File: src/rtl/game_countdown_timer_pkg.sv
// Shared definitions for the mental-math game timing blocks: countdown state
// encoding and default sizing shared with the score block.
package game_countdown_timer_pkg;

    typedef enum logic [1:0] {
        ST_IDLE = 2'd0,
        ST_RUN  = 2'd1,
        ST_DONE = 2'd2
    } state_t;

    localparam int unsigned MS_PER_SEC_DEFAULT = 1000;
    localparam int unsigned SEC_WIDTH_DEFAULT  = 7;

endpackage

File: src/rtl/game_countdown_timer_ms_prescaler.sv
// Modulo-MS_PER_SEC counter of 1 ms ticks; wrap flags the tick that
// completes a second so the seconds counter can step in the same cycle.
module ms_prescaler
    import game_countdown_timer_pkg::*;
#(
    parameter int unsigned MS_PER_SEC = MS_PER_SEC_DEFAULT
) (
    input  logic clk,
    input  logic rst,
    input  logic clear,
    input  logic advance,
    output logic wrap
);

    localparam int unsigned CW = (MS_PER_SEC > 1) ? $clog2(MS_PER_SEC) : 1;
    localparam logic [CW-1:0] LAST = CW'(MS_PER_SEC - 1);

    logic [CW-1:0] ms_cnt;

    assign wrap = advance && (ms_cnt == LAST);

    // Clear wins over advance so an aborted or restarted countdown starts a
    // fresh second regardless of any tick arriving in the same cycle.
    always_ff @(posedge clk or posedge rst) begin
        if (rst) begin
            ms_cnt <= '0;
        end else if (clear) begin
            ms_cnt <= '0;
        end else if (advance) begin
            if (ms_cnt == LAST) begin
                ms_cnt <= '0;
            end else begin
                ms_cnt <= ms_cnt + CW'(1);
            end
        end
    end

endmodule

File: src/rtl/game_countdown_timer.sv
// Per-question countdown for the mental-math game: turns 1 ms ticks into
// seconds, reports time remaining and signals time-out to the game FSM.
module game_countdown_timer
    import game_countdown_timer_pkg::*;
#(
    parameter int unsigned MS_PER_SEC = MS_PER_SEC_DEFAULT,
    parameter int unsigned SEC_WIDTH  = SEC_WIDTH_DEFAULT
) (
    input  logic                 clk,
    input  logic                 rst,
    input  logic                 start,
    input  logic                 stop,
    input  logic [SEC_WIDTH-1:0] limit_sec,
    input  logic                 tick_1ms,
    output logic                 tick_enable,
    output logic [SEC_WIDTH-1:0] sec_left,
    output logic                 sec_tick,
    output logic                 running,
    output logic                 expired,
    output logic                 timed_out
);

    state_t               state, state_n;
    logic [SEC_WIDTH-1:0] sec_left_n;
    logic                 sec_tick_n;
    logic                 expired_n;
    logic                 clear;
    logic                 advance;
    logic                 wrap;

    // Ticks only count in RUN when no command is pending; start and stop
    // both restart the millisecond phase.
    assign clear   = start || stop;
    assign advance = (state == ST_RUN) && tick_1ms && !start && !stop;

    ms_prescaler #(
        .MS_PER_SEC (MS_PER_SEC)
    ) u_prescaler (
        .clk     (clk),
        .rst     (rst),
        .clear   (clear),
        .advance (advance),
        .wrap    (wrap)
    );

    assign running     = (state == ST_RUN);
    assign tick_enable = (state == ST_RUN);
    assign timed_out   = (state == ST_DONE);

    // Stop has priority everywhere and keeps sec_left so the score block
    // can use the remaining time; start behaves the same from any state.
    always_comb begin
        state_n    = state;
        sec_left_n = sec_left;
        sec_tick_n = 1'b0;
        expired_n  = 1'b0;

        if (stop) begin
            state_n = ST_IDLE;
        end else if (start) begin
            if (limit_sec != '0) begin
                state_n    = ST_RUN;
                sec_left_n = limit_sec;
            end else begin
                state_n    = ST_DONE;
                sec_left_n = '0;
                expired_n  = 1'b1;
            end
        end else if (wrap && (sec_left != '0)) begin
            sec_left_n = sec_left - SEC_WIDTH'(1);
            sec_tick_n = 1'b1;
            if (sec_left == SEC_WIDTH'(1)) begin
                state_n   = ST_DONE;
                expired_n = 1'b1;
            end
        end
    end

    always_ff @(posedge clk or posedge rst) begin
        if (rst) begin
            state    <= ST_IDLE;
            sec_left <= '0;
            sec_tick <= 1'b0;
            expired  <= 1'b0;
        end else begin
            state    <= state_n;
            sec_left <= sec_left_n;
            sec_tick <= sec_tick_n;
            expired  <= expired_n;
        end
    end

endmodule

File: config.mk
export PLATFORM = sky130hd
export DESIGN_NAME = game_countdown_timer
export DESIGN_NICKNAME = d
export VERILOG_FILES = /design/src/rtl/game_countdown_timer_pkg.sv /design/src/rtl/game_countdown_timer_ms_prescaler.sv /design/src/rtl/game_countdown_timer.sv
export SDC_FILE = /design/constraint.sdc
export NUM_CORES = 1
export LEC_CHECK = 0
export ABC_AREA = 1
export BUFFER_PORTS_ARGS = -buffer_cell sky130_fd_sc_hd__buf_4
export CORE_ASPECT_RATIO = 0.9
export CORE_MARGIN = 1.5
export CORE_UTILIZATION = 50
export CTS_CLUSTER_DIAMETER = 80
export DETAILED_ROUTE_END_ITERATION = 16
export GPL_TIMING_DRIVEN = 0
export PLACE_DENSITY = 0.8
export SLEW_MARGIN = 25
export SYNTH_ARGS = -nofsm -noshare
export SYNTH_HDL_FRONTEND = slang
export SYNTH_SLANG_ARGS = --single-unit
export TNS_END_PERCENT = 30
File: constraint.sdc
create_clock -name clk -period 4.4 [get_ports clk]
set_input_delay 0.88 -clock clk [delete_from_list [all_inputs] [get_ports clk]]
set_output_delay 0.88 -clock clk [all_outputs]
set_load 0.02 [all_outputs]
==> impl_metrics.ini <==
[power]
cellLeakagePower_nw = 0.832
power_frac_seq_pct = 48.9
ir_worst_vdd_mv = 0.193
switching_power_mw = 0.168
p_int_mw = 0.296
clkPwrFrac_pct = 21.5
powerDensity_mw_per_mm2 = 298
netSwitchingFraction_pct = 36.2
comb_power_share_pct = 29.6

[placed_design]
globalplace.congestion = 0.867
portBuffers = 23
place_hpwl_um = 2220
place_area_mm2 = 0.00153

[die]
rows = 17
initial_core_util_pct = 53.1
die_width_um = 57.2
placeableCoreArea_mm2 = 0.00249
io_pins = 24
die_h_um = 51.8
dieArea_mm2 = 0.00296

[detailed_routing]
post-route-drc-count = 0
detail-route-antenna-nets = 0
routed_wl_um = 2870
wl_per_cell_um = 11.7
dr.pass1.iters = 6
vias = 1281
drt-initial-drc-count = 31
viasPerCell = 5.23

[synth]
synth_seq_area_share_pct = 39.8
synth-seq-cells = 21
ys_types = 23
syn_inst = 190
syn_area_mm2 = 0.00132
synth_nets = 205
avgSynthCellArea_um2 = 6.95
yosysWarnings = 0

[clocking]
cts.repair.resized = 0
hold_buffers = 0
cts.sink_count = 21
clockBufferDepth = 2
h-tree-depth = 1
cts_setup_buffers = 0
cts_root_buffer = clkbuf_4
cts.reportedPaths.clkPinSlew_ns = 0.13
clock_latency_ns = 0.32
tritoncts = done
numCtsBuffers = 3

[sta]
rsz0062_at_grt = no
hold_ws_ns = 0.535
fin_skew_ns = 0.0103
relSlewSlack_pct = 46.9
hold_viol = 0
fmax_ghz = 0.481
setup_tns_ns = 0
post-route-period-util_pct = 47.2
setup_viol = 0
final.min_clock_period_ns = 2.08
worst_pin_slew_ns = 0.796
drv_slew = 0

[final_layout]
design_area_mm2 = 0.00156
area_growth_syn_to_layout_pct = 18.0
antennaDiodeCount = 0
drive_gt1_share_pct = 20.3
fin_nets = 233

[min_path]
hp-start = u_prescaler.ms_cnt[0]
hp-class = flop to flop

[setup_path]
worstSetupStartpointType = flop
cp_data_required_time_ns = 3.52
end_kind = output pin
crit_type = flop to output pin
crit_path_max_fanout = 5
cp.arrival_ns = 1.20
crit_start = state[1]
worstReg2RegStart = u_prescaler.ms_cnt[0]

[global_route]
grt_pass1_vias = 1283
antenna_found_initial = 0
grt_first_pass_wirelength_um = 5090
grt_remaining_overflow = 0
grt_max_degree = 22
grt_usage_pct = 22.0

[job]
cap_violations = 0

[status]
status = finished clean
==> metal layers <==
metal,GRT usage [%],up-vias,wire [um]
met5,0,-,0
met4,9.30,0,21
met3,2.99,4,208
met2,37.9,46,1380
met1,27.8,577,1250
li1,-,654,-
==> layout make-up <==
class                           count  area, um2
Timing Repair Buffer               23        173
Clock inverter                      1       7.51
Tap cell                           28       35.0
Clock buffer                        3       22.5
Buffer                              2       12.5
Inverter                           28        105
Fill cell                         231        930
Sequential cell                    21        526
Multi-Input combinational cell    139        678
==> worst paths after layout <==
path	end	slack [ns]	depth (start not counted)
setup / recovery	tick_enable	2.32	3
hold / removal	u_prescaler.ms_cnt[0]	0.54	1
setup reg to reg	sec_left[6]	2.76	10
hold reg to reg	u_prescaler.ms_cnt[0]	0.54	1
max in group asynchronous	sec_left[1]	3.20	2
min in group asynchronous	u_prescaler.ms_cnt[9]	0.70	2
==> stage by stage <==
step	util [%]	worst slack (ns)	total power, mW	cells
after floorplan	-	2.68	0.316	190
after global placement	61.4	2.43	0.362	241
after detailed placement	61.4	2.40	0.368	241
after CTS	62.6	2.32	0.468	245
after global routing	62.6	2.28	0.495	245
final	62.6	2.32	0.464	245
==> synthesized netlist by cell type (all sizes together) <==
| cell | number | area share (%) |
|---|---|---|
| o21ai | 13 | 4.9 |
| xor2 | 3 | 2.0 |
| clkinv | 2 | 0.57 |
| a21oi | 4 | 1.5 |
| nand3 | 24 | 9.5 |
| and2 | 1 | 0.47 |
| nand2 | 66 | 20 |
| nand4 | 2 | 0.95 |
| buf | 2 | 0.95 |
| o21bai | 1 | 0.57 |
| o22ai | 2 | 0.95 |
| ha | 3 | 2.8 |
| nor2 | 20 | 7.6 |
| dfrtp | 21 | 40 |
| inv | 26 | 7.4 |
==> power groups by stage <==
| stage | Combinational [mW] | Clock, mW | Sequential, mW |
|---|---|---|---|
| CTS | 0.138 | 0.103 | 0.226 |
| detailed placement | 0.138 | 0 | 0.230 |
| global placement | 0.134 | 0 | 0.229 |
| global route | 0.156 | 0.109 | 0.230 |
| floorplan | 0.0746 | 0 | 0.241 |
| finish | 0.137 | 0.0999 | 0.227 |
==> critical path: stages, from the launching register on <==
cell     delay (ns)
dfrtp_1        0.45
nor2_4         0.18
buf_4          0.13
buf_4          0.12
==> registers in the layout, indices dropped and copies added (netlist names) <==
name                count
state                   2
u_prescaler.ms_cnt     10
sec_left                7
sec_tick                1
expired                 1
==> layout by cell type, fill, tap and decap left out <==
| cell | netlist | routed |
|---|---|---|
| a21oi_1 | 4 | 4 |
| nor2_2 | 4 | 4 |
| nand2_2 | 1 | 1 |
| inv_1 | 21 | 21 |
| clkbuf_4 | 0 | 3 |
| clkinv_1 | 2 | 2 |
| xor2_1 | 3 | 3 |
| o22ai_1 | 2 | 2 |
| nor2_4 | 2 | 2 |
| o21ai_1 | 6 | 6 |
| clkinvlp_4 | 0 | 1 |
| nor2_1 | 14 | 14 |
| buf_2 | 1 | 1 |
| inv_2 | 5 | 5 |
| nand4_1 | 2 | 2 |
| dfrtp_1 | 21 | 21 |
| buf_4 | 1 | 24 |
| nand2_1 | 63 | 63 |
| ha_1 | 3 | 3 |
| o21bai_1 | 1 | 1 |
| and2_1 | 1 | 1 |
| nand3_2 | 1 | 1 |
| nand2_4 | 2 | 2 |
| nand3_1 | 23 | 23 |
| o21ai_0 | 7 | 7 |
==> cells by family (layout without fill, tap and decap cells) <==
| logic type | Yosys count | after routing | share of synthesized area [%] |
|---|---|---|---|
| AOI/OAI and AO/OA | 20 | 20 | 7.95 |
| DFF | 21 | 21 | 39.8 |
| and+or+nand+nor | 113 | 113 | 38.5 |
| xor gates and xnor gates | 3 | 3 | 1.99 |
| adders and majority gates | 3 | 3 | 2.84 |
| buffers and inverters | 30 | 57 | 8.90 |
Power figures use the tool's default switching activity.
